[src/rtl/mem_bist_pkg.sv]
// Shared types and constants for the memory BIST sequencer and its compare pipe.
package mem_bist_pkg;

    typedef enum logic [2:0] {
        IDLE  = 3'd0,
        WR_P  = 3'd1,
        RD_P  = 3'd2,
        WR_N  = 3'd3,
        RD_N  = 3'd4,
        DRAIN = 3'd5,
        DONE  = 3'd6
    } bist_state_e;

    localparam logic [7:0] ERR_MAX = 8'd255;

    // Error counter increment that sticks at ERR_MAX instead of wrapping.
    function automatic logic [7:0] sat_inc(input logic [7:0] value);
        return (value == ERR_MAX) ? value : value + 8'd1;
    endfunction

endpackage

[src/rtl/mem_bist_cmp_pipe.sv]
// Read-compare pipe: carries {valid, expected[, addr]} for RD_LATENCY cycles and counts mismatches.
// With MEM_BIST_ERR_LOG_EN defined it also records address/data of the first mismatch.
module mem_bist_cmp_pipe
    import mem_bist_pkg::*;
#(
    parameter int ADDR_W     = 5,
    parameter int DATA_W     = 8,
    parameter int RD_LATENCY = 1
) (
    input  logic              clock,
    input  logic              reset,
    input  logic              clear,
    input  logic              rd_en,
    input  logic [DATA_W-1:0] exp_data,
`ifdef MEM_BIST_ERR_LOG_EN
    input  logic [ADDR_W-1:0] rd_addr,
    output logic [ADDR_W-1:0] fail_addr,
    output logic [DATA_W-1:0] fail_data,
`endif
    input  logic [DATA_W-1:0] mem_dout,
    output logic [7:0]        err_count
);

    logic              valid_q [RD_LATENCY];
    logic [DATA_W-1:0] exp_q   [RD_LATENCY];
    logic              mismatch;

    // The tail stage lines up with the cycle in which the memory presents the read data.
    assign mismatch = valid_q[RD_LATENCY-1] && (mem_dout != exp_q[RD_LATENCY-1]);

    always_ff @(posedge clock) begin
        if (reset) begin
            for (int i = 0; i < RD_LATENCY; i++) begin
                valid_q[i] <= 1'b0;
            end
            err_count <= 8'd0;
        end else begin
            valid_q[0] <= rd_en;
            for (int i = 1; i < RD_LATENCY; i++) begin
                valid_q[i] <= valid_q[i-1];
            end
            if (clear) begin
                err_count <= 8'd0;
            end else if (mismatch) begin
                err_count <= sat_inc(err_count);
            end
        end
    end

    always_ff @(posedge clock) begin
        exp_q[0] <= exp_data;
        for (int i = 1; i < RD_LATENCY; i++) begin
            exp_q[i] <= exp_q[i-1];
        end
    end

`ifdef MEM_BIST_ERR_LOG_EN
    logic [ADDR_W-1:0] addr_q [RD_LATENCY];
    logic              have_fail;

    always_ff @(posedge clock) begin
        addr_q[0] <= rd_addr;
        for (int i = 1; i < RD_LATENCY; i++) begin
            addr_q[i] <= addr_q[i-1];
        end
    end

    // Only the first mismatch of a run is kept; later ones leave the log untouched.
    always_ff @(posedge clock) begin
        if (reset || clear) begin
            have_fail <= 1'b0;
            fail_addr <= '0;
            fail_data <= '0;
        end else if (mismatch && !have_fail) begin
            have_fail <= 1'b1;
            fail_addr <= addr_q[RD_LATENCY-1];
            fail_data <= mem_dout;
        end
    end
`endif

endmodule

[src/rtl/mem_bist_sequencer.sv]
// March-test driver for a 2**ADDR_W x DATA_W memory: write P up, read P up, write ~P down, read ~P down.
// Define MEM_BIST_ERR_LOG_EN to add fail_addr/fail_data first-mismatch outputs.
module mem_bist_sequencer
    import mem_bist_pkg::*;
#(
    parameter int                ADDR_W     = 5,
    parameter int                DATA_W     = 8,
    parameter int                RD_LATENCY = 1,
    parameter logic [DATA_W-1:0] PATTERN    = 8'h55
) (
    input  logic              clock,
    input  logic              reset,
    input  logic              start,
    output logic [DATA_W-1:0] mem_data,
    output logic [ADDR_W-1:0] mem_addr,
    output logic              mem_rE,
    output logic              mem_wE,
    input  logic [DATA_W-1:0] mem_dout,
    output logic              busy,
    output logic              done,
    output logic              pass,
    output logic [7:0]        err_count,
`ifdef MEM_BIST_ERR_LOG_EN
    output logic [ADDR_W-1:0] fail_addr,
    output logic [DATA_W-1:0] fail_data,
`endif
    output logic [2:0]        state_dbg
);

    // start is a request with no ready: it is taken only while busy=0 (IDLE or DONE);
    // a start seen while busy is dropped, never queued.

    localparam int                LAT_W    = (RD_LATENCY > 1) ? $clog2(RD_LATENCY) : 1;
    localparam logic [LAT_W-1:0]  LAT_LAST = LAT_W'(RD_LATENCY - 1);
    localparam logic [ADDR_W-1:0] ADDR_MAX = '1;

    bist_state_e       state, state_nxt;
    logic [ADDR_W-1:0] addr_cnt, addr_nxt;
    logic              rd_tail, rd_tail_nxt;
    logic [LAT_W-1:0]  lat_cnt, lat_nxt;
    logic              start_ok;
    logic              wr_en;
    logic              rd_en;
    logic [DATA_W-1:0] wr_data;
    logic [DATA_W-1:0] exp_data;

    always_ff @(posedge clock) begin
        if (reset) begin
            state    <= IDLE;
            addr_cnt <= '0;
            rd_tail  <= 1'b0;
            lat_cnt  <= '0;
        end else begin
            state    <= state_nxt;
            addr_cnt <= addr_nxt;
            rd_tail  <= rd_tail_nxt;
            lat_cnt  <= lat_nxt;
        end
    end

    always_comb begin
        state_nxt   = state;
        addr_nxt    = addr_cnt;
        rd_tail_nxt = rd_tail;
        lat_nxt     = lat_cnt;
        start_ok    = 1'b0;
        wr_en       = 1'b0;
        rd_en       = 1'b0;
        wr_data     = '0;
        exp_data    = '0;

        case (state)
            IDLE, DONE: begin
                if (start) begin
                    start_ok  = 1'b1;
                    state_nxt = WR_P;
                    addr_nxt  = '0;
                end
            end

            WR_P: begin
                wr_en   = 1'b1;
                wr_data = PATTERN;
                if (addr_cnt == ADDR_MAX) begin
                    state_nxt = RD_P;
                    addr_nxt  = '0;
                end else begin
                    addr_nxt = addr_cnt + 1'b1;
                end
            end

            // After the last ascending read, RD_P idles RD_LATENCY cycles so the final
            // P compare retires before WR_N starts overwriting the array.
            RD_P: begin
                if (!rd_tail) begin
                    rd_en    = 1'b1;
                    exp_data = PATTERN;
                    if (addr_cnt == ADDR_MAX) begin
                        rd_tail_nxt = 1'b1;
                        lat_nxt     = '0;
                    end else begin
                        addr_nxt = addr_cnt + 1'b1;
                    end
                end else if (lat_cnt == LAT_LAST) begin
                    state_nxt   = WR_N;
                    rd_tail_nxt = 1'b0;
                    addr_nxt    = ADDR_MAX;
                end else begin
                    lat_nxt = lat_cnt + 1'b1;
                end
            end

            WR_N: begin
                wr_en   = 1'b1;
                wr_data = ~PATTERN;
                if (addr_cnt == '0) begin
                    state_nxt = RD_N;
                    addr_nxt  = ADDR_MAX;
                end else begin
                    addr_nxt = addr_cnt - 1'b1;
                end
            end

            RD_N: begin
                rd_en    = 1'b1;
                exp_data = ~PATTERN;
                if (addr_cnt == '0) begin
                    state_nxt = DRAIN;
                    lat_nxt   = '0;
                end else begin
                    addr_nxt = addr_cnt - 1'b1;
                end
            end

            DRAIN: begin
                if (lat_cnt == LAT_LAST) begin
                    state_nxt = DONE;
                end else begin
                    lat_nxt = lat_cnt + 1'b1;
                end
            end

            default: begin
                state_nxt = IDLE;
            end
        endcase
    end

    // Address and data are forced to zero whenever no access is in flight.
    assign mem_wE    = wr_en;
    assign mem_rE    = rd_en;
    assign mem_addr  = (wr_en || rd_en) ? addr_cnt : '0;
    assign mem_data  = wr_en ? wr_data : '0;

    assign busy      = (state != IDLE) && (state != DONE);
    assign done      = (state == DONE);
    assign pass      = done && (err_count == 8'd0);
    assign state_dbg = state;

    mem_bist_cmp_pipe #(
        .ADDR_W     (ADDR_W),
        .DATA_W     (DATA_W),
        .RD_LATENCY (RD_LATENCY)
    ) u_cmp_pipe (
        .clock     (clock),
        .reset     (reset),
        .clear     (start_ok),
        .rd_en     (rd_en),
        .exp_data  (exp_data),
`ifdef MEM_BIST_ERR_LOG_EN
        .rd_addr   (addr_cnt),
        .fail_addr (fail_addr),
        .fail_data (fail_data),
`endif
        .mem_dout  (mem_dout),
        .err_count (err_count)
    );

endmodule

[config.mk]
export PLATFORM = sky130hd
export DESIGN_NAME = mem_bist_sequencer
export DESIGN_NICKNAME = d
export VERILOG_FILES = /design/src/rtl/mem_bist_pkg.sv /design/src/rtl/mem_bist_cmp_pipe.sv /design/src/rtl/mem_bist_sequencer.sv
export SDC_FILE = /design/constraint.sdc
export NUM_CORES = 1
export LEC_CHECK = 0
export CORE_MARGIN = 5
export CORE_UTILIZATION = 50
export DETAILED_ROUTE_END_ITERATION = 12
export PLACE_DENSITY_LB_ADDON = 0.25
export SLEW_MARGIN = 20
export SYNTH_ARGS = -nofsm -noshare
export SYNTH_HDL_FRONTEND = slang
export SYNTH_HIERARCHICAL = 1
export SYNTH_SLANG_ARGS = --single-unit
[constraint.sdc]
create_clock -name clock -period 2.7 [get_ports clock]
set_clock_uncertainty 0.2 [all_clocks]
set_input_delay 0.54 -clock clock [delete_from_list [all_inputs] [get_ports clock]]
set_output_delay 0.54 -clock clock [all_outputs]
set_load 0.005 [all_outputs]
==> results.yml <==
status:
  status: "finished, final reports clean"
timing:
  setup_viol: 0
  worstMarginPinSlew_ns: 0.570
  hold_viol_final: 0
  finalCriticalPeriod_ns: 2.62
  tns_ns: 0
  min_period_over_period_pct: 97.2
  fmax_mhz: 381
  relSlewSlack_pct: 61.9
  hold_ws_ns: 0.381
  finalWorstSetupSlack_ns: 0.0759
  slew_violations: 0
  rsz0062_at_grt: "false"
placed_design:
  portBuffers: 39
  dp_cells: 292
  dpl_worst_slack_ns: 0.283
  dpl.hpwl_mm: 3.14
  routabilityCongestion: 0.878
worst_setup_path:
  path_delay_family: "buffers and inverters"
  crit_start: "state_dbg[2]$_SDFFE_PP0P_"
  end_kind: "primary output"
  cp_data_required_time_ns: 1.96
  cp_max_fo: 20
  crit_buf_inv: 2
  reg2reg_from: "addr_cnt[0]$_SDFFE_PP0P_"
  cp-start-kind: "flop"
  path_cells: "buf_4, nor2b_1, or3_1, clkdlybuf4s50_1"
  critPathKind: "reg2out"
  cp_slowest_cell: "clkdlybuf4s50_1"
  max_stage_delay_ns: 0.48
  arrival_ns: 1.88
yosys:
  synthMuxAreaShare_pct: 0.582
  synth.area.top_cells: "dfxtp_1 30%, nor2_1 6.1%, xor2_1 5.6%"
  synth_top_family_by_area: "simple AND/OR/NAND/NOR gates"
  synth_xor_area_share_pct: 6.62
  yosys_warnings: 6
  synth_flop_cell: "dfxtp_1"
  synth_nets: 234
  yosysTopAreaCell: "dfxtp_1"
  synth_edf_count: 0
  seq_area_frac_synth_pct: 30.3
  synthTopCellsByCount: "28 x nor2_1, 26 x dfxtp_1, 19 x nand2_1, 12 x a21oi_1, 11 x xor2_1"
  synth.most_common_cell: "nor2_1"
  syn_inst: 218
  synth_fa_ha_area_share_pct: 3.64
  syn-cell-area_um2: 1720
  ys_types: 51
  syn-mean-instance-area_um2: 7.89
  synth_compound_area_share_pct: 23.8
  synth_simple_gate_area_share_pct: 26.3
  yosys.area.top_type_share_pct: 30.3
  ys_ff_latch: 26
  async_flop_share_pct: 0
floorplan:
  coreArea_um2: 3340
  dieHeight_um: 68.6
  dieArea_um2: 4710
  io_pins: 40
  start_util_pct: 51.5
  rows: 21
  dieWidth_um: 68.6
cells_and_area:
  layout-area-overhead-vs-synth_pct: 29.2
  drive_gt1_share_pct: 15.6
  layoutNonFillerInstCount: 296
  fillers: 290
  regArea_um2: 524
  multi_input_area_um2: 1080
  fin_nets: 267
  antenna_cells: 0
route:
  drtIter0Drc: 155
  routed_wl_mm: 4.15
  wl_per_cell_um: 14.0
  first_pass_iters: 4
  vias: 1674
  ant_nets: 0
  drt-vias-per-instance: 5.66
  drc: 0
min_path:
  holdCritStartpoint: "addr_cnt[0]$_SDFFE_PP0P_"
  hp-class: "reg2reg"
global_routing:
  grt_max_degree: 21
  track_usage_pct: 18.7
  grt_pass1_vias: 1535
  grt_first_pass_wirelength_mm: 6.86
  antenna_found_initial: 0
  grt_overflow: 0
clocking:
  numClockSinks: 26
  cts_htree_levels: 1
  cts_root_buf: "clkbuf_4"
  insertion_delay_ns: 0.32
  clk_path_buf_depth: 2
  cts_tree: "built"
  path_clk_slew_ns: 0.15
  cts_buffers: 3
pwr:
  power_density_nw_per_um2: 343
  ir_drop_mv: 0.178
  finalPower_mw: 0.763
  leakage_nw: 1.00
run:
  max_cap_viol_count: 0
## state kept, by name, summed over array words and instances, names as in the netlist
| register | cells |
|---|---|
| addr_cnt | 5 |
| rd_tail | 1 |
| state_dbg | 3 |
| u_cmp_pipe/err_count | 8 |
| u_cmp_pipe/exp_q | 8 |
| u_cmp_pipe/valid_q | 1 |
## cells by family after synthesis
| logic type | count (synthesis) |
|---|---|
| AO/OA/AOI/OAI | 55 |
| AND/OR/NAND/NOR | 90 |
| multiplexers | 1 |
| XOR/XNOR | 13 |
| buffers and inverters | 28 |
| flip-flops | 26 |
| adder cells (fa/ha/maj) | 5 |
## through the flow
stage | util (%) | instance area [um2]
finish | 66.6 | 2220
global route | 66.6 | 2220
CTS | 65.4 | 2180
detailed placement | 63.3 | 2110
global placement | 63.3 | 2110
floorplan | - | 1720
## path summary, 6_finish.rpt
kind / cells past startpoint / endpoint / slack, ns
min: 1 / addr_cnt[0]$_SDFFE_PP0P_ / 0.38
min reg2reg: 1 / addr_cnt[0]$_SDFFE_PP0P_ / 0.38
max reg2reg: 7 / addr_cnt[2]$_SDFFE_PP0P_ / 0.56
max: 4 / busy / 0.08
## worst reg2reg max path, cell delays in order, from the launching register on
cell and delay, ns:
dfxtp_1 0.40, inv_1 0.15, ha_1 0.23, or4b_4 0.52, o211ai_2 0.17, a22oi_2 0.11
nor2_2 0.18, o2bb2ai_1 0.13
## layout by cell type, fill, tap and decap left out, types with 2 or more instances in the layout
cell and count:
clkdlybuf4s50_1 34, nor2_1 25, dfxtp_1 23, nand2_1 18, a21oi_1 12, xor2_1 11
and3_1 7, nor2b_1 6, nor4_1 6, o21ai_0 6, buf_4 6, inv_1 5
nand3_1 5, a31oi_1 5, ha_1 5, dlymetal6s2s_1 5, nor2_2 4, nand2b_1 4
nor3_1 4, o2bb2ai_1 4, inv_2 3, o21bai_1 3, a211oi_1 3, clkbuf_4 3
dfxtp_2 3, a41o_1 3, xnor2_1 2, a21oi_2 2, a41o_2 2
## per-layer routing
layer / GRT usage [%] / part of all wire [%]
met1: 25.1 / 45
met5: 0 / 0
met4: 6.95 / 2.2
met2: 30.5 / 47
met3: 2.27 / 5.0
## layout make-up
type                            instances  area share, %
Inverter                                9           1.52
Clock buffer                            3           1.01
Tap cell                               46           2.59
Sequential cell                        26           23.6
Clock inverter                          1           1.35
Timing Repair Buffer                   47           21.4
Multi-Input combinational cell        164           48.6
## where the power goes
part | total, mW | internal (mW) | switching (mW)
Clock | 0.263 | 0.150 | 0.112
Sequential | 0.390 | 0.386 | 0.00416
Combinational | 0.110 | 0.0549 | 0.0547
Total | 0.763 | 0.591 | 0.171
## timing repair
| action | CTS | global route |
|---|---|---|
| setup endpoints to repair | 9 | 11 |
| setup buffers | 0 | 0 |
| pin swaps | 1 | 1 |
| resized for setup | 7 | 16 |
| hold buffers | 0 | 0 |
Power figures use the tool's default switching activity.
